<file path="config.mk">
export PLATFORM = sky130hd
export DESIGN_NAME = ula_multibyte_ctrl
export DESIGN_NICKNAME = d
export VERILOG_FILES = /design/src/rtl/ula_pkg.sv /design/src/rtl/ula_multibyte_ctrl.sv
export SDC_FILE = /design/constraint.sdc
export NUM_CORES = 1
export LEC_CHECK = 0
export ABC_AREA = 1
export CAP_MARGIN = 20
export CORE_MARGIN = 5
export CORE_UTILIZATION = 45
export DETAILED_ROUTE_END_ITERATION = 10
export HOLD_SLACK_MARGIN = 0.08
export PLACE_DENSITY = 0.76
export SLEW_MARGIN = 5
export SYNTH_ARGS = -nofsm -noshare
export SYNTH_HDL_FRONTEND = slang
export SYNTH_SLANG_ARGS = --single-unit
export TNS_END_PERCENT = 50
</file>
<file path="constraint.sdc">
create_clock -name clk -period 2.5 [get_ports clk]
set_input_delay 0.75 -clock clk [delete_from_list [all_inputs] [get_ports clk]]
set_output_delay 0.75 -clock clk [all_outputs]
set_load 0.005 [all_outputs]
</file>
<file path="src/rtl/ula_pkg.sv">
// Shared types and constants for the multi-byte 74181-pair ALU controller.
// Latency: n/a (declarations only).
// Backpressure: n/a (declarations only).
package ula_pkg;

    typedef enum logic [1:0] {
        IDLE = 2'd0,
        RUN  = 2'd1,
        DONE = 2'd2
    } state_t;

    // Function selects; SUB and XOR share an encoding and differ only by mode.
    localparam logic [3:0] S_ADD = 4'b1001;  // m = 0: A plus B
    localparam logic [3:0] S_SUB = 4'b0110;  // m = 0: A minus B minus 1 (+1 with carry in)
    localparam logic [3:0] S_XOR = 4'b0110;  // m = 1: A xor B
    localparam logic [3:0] S_AND = 4'b1011;  // m = 1: A and B

    // Carry is active-low on the ALU: a 1 means no carry.
    localparam logic CARRY_NONE = 1'b1;

endpackage

</file>
<file path="src/rtl/ula_multibyte_ctrl.sv">
// Runs N-byte operations on an 8-bit ALU, LSB first, chaining carry and AND-ing equality.
// Latency: NBYTES cycles from request accept to rsp_valid; one op per NBYTES+1 cycles peak.
// Backpressure: rsp held stable until rsp_ready; a new request is taken in DONE only with rsp_ready.
// Ports: req_* request handshake and operands; alu_* byte interface to ula_8bits;
//        rsp_* response handshake with assembled result, top carry and equality.
module ula_multibyte_ctrl
    import ula_pkg::*;
#(
    parameter int NBYTES = 4
) (
    input  logic                  clk,
    input  logic                  rst,
    input  logic                  req_valid,
    output logic                  req_ready,
    input  logic [8*NBYTES-1:0]   req_a,
    input  logic [8*NBYTES-1:0]   req_b,
    input  logic [3:0]            req_s,
    input  logic                  req_m,
    input  logic                  req_c_in,
    output logic [7:0]            alu_a,
    output logic [7:0]            alu_b,
    output logic [3:0]            alu_s,
    output logic                  alu_m,
    output logic                  alu_c_in,
    input  logic [7:0]            alu_f,
    input  logic                  alu_c_out,
    input  logic                  alu_a_eq_b,
    output logic                  rsp_valid,
    input  logic                  rsp_ready,
    output logic [8*NBYTES-1:0]   rsp_f,
    output logic                  rsp_c_out,
    output logic                  rsp_a_eq_b
);

    localparam int W     = 8 * NBYTES;
    localparam int IDX_W = (NBYTES > 1) ? $clog2(NBYTES) : 1;
    localparam logic [IDX_W-1:0] LAST_IDX = IDX_W'(NBYTES - 1);

    state_t state;
    state_t next_state;

    logic [W-1:0]     a_q;
    logic [W-1:0]     b_q;
    logic [3:0]       s_q;
    logic             m_q;
    logic             carry_q;
    logic             eq_acc_q;
    logic [IDX_W-1:0] idx_q;

    logic accept;
    logic in_run;
    logic last_byte;

    assign in_run    = (state == RUN);
    assign last_byte = in_run && (idx_q == LAST_IDX);
    assign accept    = req_valid && req_ready;

    // State register
    always_ff @(posedge clk) begin
        if (rst) begin
            state <= IDLE;
        end else begin
            state <= next_state;
        end
    end

    // Next state and handshake outputs
    always_comb begin
        next_state = state;
        req_ready  = 1'b0;
        rsp_valid  = 1'b0;
        case (state)
            IDLE: begin
                req_ready = 1'b1;
                if (req_valid) begin
                    next_state = RUN;
                end
            end
            RUN: begin
                if (last_byte) begin
                    next_state = DONE;
                end
            end
            DONE: begin
                rsp_valid = 1'b1;
                // Only take a new request once the current result is consumed.
                req_ready = rsp_ready;
                if (rsp_ready) begin
                    next_state = req_valid ? RUN : IDLE;
                end
            end
            default: begin
                next_state = IDLE;
            end
        endcase
        if (rst) begin
            req_ready = 1'b0;
        end
    end

    // Byte lane towards the ALU; everything is quiet outside RUN.
    assign alu_a    = in_run ? a_q[8*idx_q +: 8] : 8'h00;
    assign alu_b    = in_run ? b_q[8*idx_q +: 8] : 8'h00;
    assign alu_s    = in_run ? s_q : 4'h0;
    assign alu_m    = in_run ? m_q : 1'b0;
    assign alu_c_in = in_run ? carry_q : 1'b0;

    // Operand capture and result assembly
    always_ff @(posedge clk) begin
        if (rst) begin
            a_q        <= '0;
            b_q        <= '0;
            s_q        <= 4'h0;
            m_q        <= 1'b0;
            carry_q    <= 1'b0;
            eq_acc_q   <= 1'b0;
            idx_q      <= '0;
            rsp_f      <= '0;
            rsp_c_out  <= 1'b0;
            rsp_a_eq_b <= 1'b0;
        end else if (accept) begin
            a_q      <= req_a;
            b_q      <= req_b;
            s_q      <= req_s;
            m_q      <= req_m;
            carry_q  <= req_c_in;
            eq_acc_q <= 1'b1;
            idx_q    <= '0;
            rsp_f    <= '0;
        end else if (in_run) begin
            rsp_f[8*idx_q +: 8] <= alu_f;
            carry_q             <= alu_c_out;
            eq_acc_q            <= eq_acc_q & alu_a_eq_b;
            idx_q               <= idx_q + IDX_W'(1);
            if (last_byte) begin
                rsp_c_out  <= alu_c_out;
                rsp_a_eq_b <= eq_acc_q & alu_a_eq_b;
            end
        end
    end

endmodule

</file>
# Yosys cells after proc, flatten, opt, wreduce, memory -nomap -nowiden
# Cells that the tools add are included.
dict set report totals {
  register_bits 109
  wordCells 50
}
dict set report op_classes {
  n_bitwise 2
  add_sub_neg 2
  n_reduce_logical 7
  shifts 4
  muxes 18
  n_eq_ne 6
}
# op count
set op_table {}
lappend op_table {{$shiftx 32x6->8} 2}
lappend op_table {{$neg 5->34} 1}
lappend op_table {{$shift 8x34->32 const A} 1}
lappend op_table {{$shiftx 8x34->32} 1}
lappend op_table {{$bwmux 32} 1}
lappend op_table {{$mux 8} 2}
lappend op_table {{$mux 1} 9}
lappend op_table {{$mux 2} 3}
lappend op_table {{$pmux 2 s3} 1}
lappend op_table {{$reduce_and 3->1} 2}
lappend op_table {{$eq 2x2->1 const B} 2}
lappend op_table {{$mux 4} 1}
lappend op_table {{$ne 2x2->1 const B} 2}
lappend op_table {{$add 2x1->2 const B} 1}
lappend op_table {{$eq 2x1->1 const B} 1}
lappend op_table {{$logic_and 1x1->1} 2}
lappend op_table {{$logic_not 2->1} 1}
lappend op_table {{$ne 2x1->1 const B} 1}
lappend op_table {{$pmux 1 s2} 1}
lappend op_table {{$reduce_bool 2->1} 1}
lappend op_table {{$reduce_or 2->1} 1}
lappend op_table {{$and 1x1->1} 1}
lappend op_table {{$not 1->1} 1}

# Depth between registers and ports, before layout
dict set report logic_depth {
  word_depth 6
  depth_mapped 10
  mapped_depth_nobuf 8
}

# Worst setup path before layout
# OpenSTA, ideal clock, no wires.
dict set report synth_path {
  path_type {reg-to-reg}
  from {register idx_q[1]}
  to {register rsp_f[3]}
  stages_incl_launch_ff 11
  setup_slack_ns 0.521
  path_buffers 3
  t_required_ns 2.436
  arrival_ns 1.915
  path_cell_list {dfxtp_1 buf_2 clkinv_1 buf_2 ha_1 buf_2 nor2_1 inv_1 o21ai_0 nand2_1 nor2_1}
}
dict set report synth_between {
  elab_chain_cells 3
}
# element line_no
set synth_lines {}
lappend synth_lines {{from (decl)} ula_multibyte_ctrl.sv:48} ;# logic [IDX_W-1:0] idx_q;
lappend synth_lines {{from (signal assigned)} ula_multibyte_ctrl.sv:134} ;# idx_q <= idx_q + IDX_W'(1);
lappend synth_lines {{$neg 5->34 (*)} ula_multibyte_ctrl.sv:131} ;# rsp_f[8*idx_q +: 8] <= alu_f;
lappend synth_lines {{$shiftx 8x34->32 or $shift 8x34->32 (tied branches)} ula_multibyte_ctrl.sv:131}
lappend synth_lines {{$bwmux 32 (*)} ula_multibyte_ctrl.sv:131}
lappend synth_lines {{to (signal, indexed assignment)} ula_multibyte_ctrl.sv:131}
lappend synth_lines {{to (decl)} ula_multibyte_ctrl.sv:30} ;# output logic [8*NBYTES-1:0] rsp_f,
# Every way passes the cells marked *; elsewhere a longest branch is shown, timed or not.
# A chain may end at the register's enable or synchronous reset.

# Worst setup path after layout
dict set report layout_path {
  from {input port rst}
  to {output port req_ready}
}
dict set report layout_between {
  elab_chain_cells 1
}
# element line_no
set layout_lines {}
lappend layout_lines {{from (decl)} ula_multibyte_ctrl.sv:12} ;# input logic rst,
lappend layout_lines {{$mux 1} ula_multibyte_ctrl.sv:96} ;# if (rst) begin
lappend layout_lines {{to (decl)} ula_multibyte_ctrl.sv:14} ;# output logic req_ready,
# No other way between the ends.

==> impl_metrics.csv <==
group,metric,value,unit
synth,synthFlopType,"dfxtp_1",
route,via_per_inst,4.621,
clock_network,insertion_delay,340,ps
sta,fin_crit,2392,ps
cells_and_area,drive_gt1_share,5.161,%
critical_path,slowest_stage,"clkdlybuf4s50_1",
die,initial_utilization,46.30,%
sta,whs,466.4,ps
clock_network,clock-sinks,109,
sta,finalSetupViolCount,0,
synth,syn_nets,884,
placement,gp_congestion,0.8098,
die,die_w,116.1,um
cells_and_area,syn_to_final_growth,37.86,%
critical_path,crit_family,"buffers and inverters",
die,rows,38,
global_routing,grt_pass1_wl,21.66,mm
clock_network,tritoncts,"built",
clock_network,ctsRootBufferMaster,"clkbuf_16",
global_routing,antenna_found_initial,1,
min_path,worstHoldStart,"a_q[23]",
critical_path,worst-path-buf-inv,3,
synth,synthCells,796,
clock_network,cts.clk_slew.worst_paths,70,ps
die,ioPinCount,142,
sta,timing_hold_violations_final,0,
clock_network,cts_made_buffers,9,
sta,fin_setup_tns,0,ps
route,routed_wl,13.34,mm
pwr,power.internal,2.990,mW
min_path,min_path_cells,2,
route,via_count,4949,
route,wl_per_cell,12.45,um
synth,avgSynthCellArea,6.361,sq um
synth,synthTopCellsByArea,"dfxtp_1 43%, nand2_1 19%, nor2_1 12%",
sta,fin_crit_sh,95.68,%
synth,ys_top_cells_by_count,"253 x nand2_1, 164 x nor2_1, 109 x dfxtp_1",
route,postRouteAntennaNets,0,
die,die_height,116.1,um
synth,synth_area,5064,sq um
route,first_iter_violations,281,
sta,fmax,418.1,MHz
global_routing,grt_pass1_vias,4665,
placement,hpwl,9.581,mm
flow_run,max-cap-violations,0,
synth,ys_ff_latch,109,
route,drc,0,
clock_network,cts_setup_buffers,0,
synth,seq_area_frac_synth,43.09,%
cells_and_area,fin_nets,1013,
critical_path,cpPeakStageDelay,500,ps
critical_path,crit_fanout,2,
sta,finalClockSkew,6.441,ps
global_routing,grt_start_max_net_pins,52,
cells_and_area,fill_cells,1058,
pwr,pwr-share-clk,35.5,%
pwr,p_leak,3.305,nW
sta,rsz0062_at_grt,"no",
clock_network,cts_buffer_depth,2,
min_path,hold-path-endpoint,"a_q[23]",
pwr,power.density,584.9,nW/um^2
route,firstDrtPassIters,5,
synth,yosys.area.top_type_share,43.09,%
die,design.core.area,10940,sq um
synth,synth_most_common_cell,"nand2_1",
synth,synth_cell_types,20,
critical_path,rr_startpoint,"idx_q[0]",
sta,finalMaxSlewViolations,0,
global_routing,globalRouteOverflowTotal,0,
synth,synth_edf_count,0,
synth,yosys_warnings,0,
critical_path,worstSetupPathType,"primary input to primary output",
clock_network,cts_resized,22,
pwr,netSwitchingFraction,26.76,%
critical_path,crit_chain,"clkdlybuf4s50_1 -> nor2_2 -> nand2_1 -> inv_1 -> dlygate4sd2_1",
die,die_area,13470,sq um
pwr,power_frac_comb,18.6,%
sta,max_slew_margin,64.93,%
clock_network,hold_buffers,0,
critical_path,r2r_slack,490,ps
critical_path,worstPathRequired,1750,ps
min_path,hp-class,"register to register",
run_status,status,"finished, final reports clean",
clock_network,cts-htree-levels,3,
critical_path,crit_path_start_kind,"primary input",
pwr,power_frac_seq,46.0,%
placement,portBuffers,141,
synth,synth_area_leader_cell,"dfxtp_1",
critical_path,crit_path_end_kind,"primary output",
critical_path,r2r_end,"rsp_f[22]",
pwr,max-vdd-ir-drop,441.2,uV
critical_path,reg2reg_depth,9,
critical_path,worstPathArrival,1640,ps
global_routing,grtUsageTotal,19.87,%
synth,async_flop_share,0,%
pwr,p_switching,1.092,mW
sta,worst_pin_slew,524.6,ps
==> cell type report <==
cell class / instances / area (sq um) / share of cell area [%]
Inverter: 104 / 390.4 / 5.592
Antenna cell: 1 / 2.502 / 0.03585
Clock buffer: 11 / 242.7 / 3.477
Multi-Input combinational cell: 540 / 2292 / 32.84
Tap cell: 140 / 175.2 / 2.509
Timing Repair Buffer: 161 / 1632 / 23.37
Clock inverter: 5 / 58.81 / 0.8424
Sequential cell: 109 / 2187 / 31.33
==> worst max-delay path by stage <==
stage / start / end / slack, ps / cells past startpoint
floorplan: idx_q[1] / rsp_f[3] / 520 / 10
global placement: rsp_ready / req_ready / -150 / 6
detailed placement: rsp_ready / req_ready / -160 / 6
CTS: idx_q[0] / alu_a[6] / -40 / 6
global route: rsp_ready / req_ready / 20 / 6
finish: rst / req_ready / 110 / 5
==> worst min-delay path, stage by stage (launching register included) <==
cell and delay (ps):
dfxtp_1 310, nand3_1 70, nand2_1 40
==> logic make-up after synthesis <==
| logic type | Yosys count | synth area share (%) |
|---|---|---|
| AOI/OAI and AO/OA | 68 | 7.561 |
| adders and majority gates | 4 | 0.9884 |
| buffers and inverters | 147 | 12.06 |
| DFF | 109 | 43.09 |
| and+or+nand+nor | 468 | 36.30 |
==> power by group through the flow <==
| stage | Clock (mW) | Combinational [mW] | Sequential (mW) |
|---|---|---|---|
| floorplan | 0 | 0.429 | 1.91 |
| global placement | 0 | 0.763 | 1.91 |
| detailed placement | 0 | 0.769 | 1.92 |
| CTS | 1.48 | 0.765 | 1.88 |
| global route | 1.55 | 0.861 | 1.89 |
| finish | 1.45 | 0.759 | 1.88 |
==> state kept, by name, indices dropped and copies added, names as in the netlist <==
register    flops
a_q            32
b_q            32
rsp_f          32
s_q             4
idx_q           2
state           2
carry_q         1
eq_acc_q        1
m_q             1
rsp_a_eq_b      1
rsp_c_out       1
==> placed cells by master (no fill, tap or decap), types with 2 or more instances in the layout <==
master           count
buf_12               7
dfxtp_1            107
o21ai_0             12
o211ai_1            16
a21oi_2              3
ha_1                 4
dlygate4sd2_1       16
nor2_1             164
nor2_2               3
clkbuf_16            9
clkinvlp_4           2
inv_1              100
buf_4               13
a21oi_1             36
nand2_1            252
nand4_1              7
inv_2                3
nand3_1             39
clkdlybuf4s50_1    124
==> layer usage <==
layer  up-vias  share of wire (%)  track usage [%]
met5         -                  0                0
met4         0                1.1            5.568
met3        10                7.6            5.013
met2       138                 48            32.34
met1      2142                 43            26.25
li1       2659                  -                -
==> metrics by stage <==
step                      power, mW  util (%)  area [sq um]  cells  setup slack, ps
final                         4.083     63.83          6980   1071            108.0
after global placement        2.676     61.05          6676   1054           -150.9
after CTS                     4.119     63.79          6975   1070           -43.66
after floorplan               2.337         -          5064    796            520.9
after global routing          4.300     63.83          6980   1071            22.41
after detailed placement      2.686     61.05          6676   1054           -159.4
(Power assumes the default switching activity.)
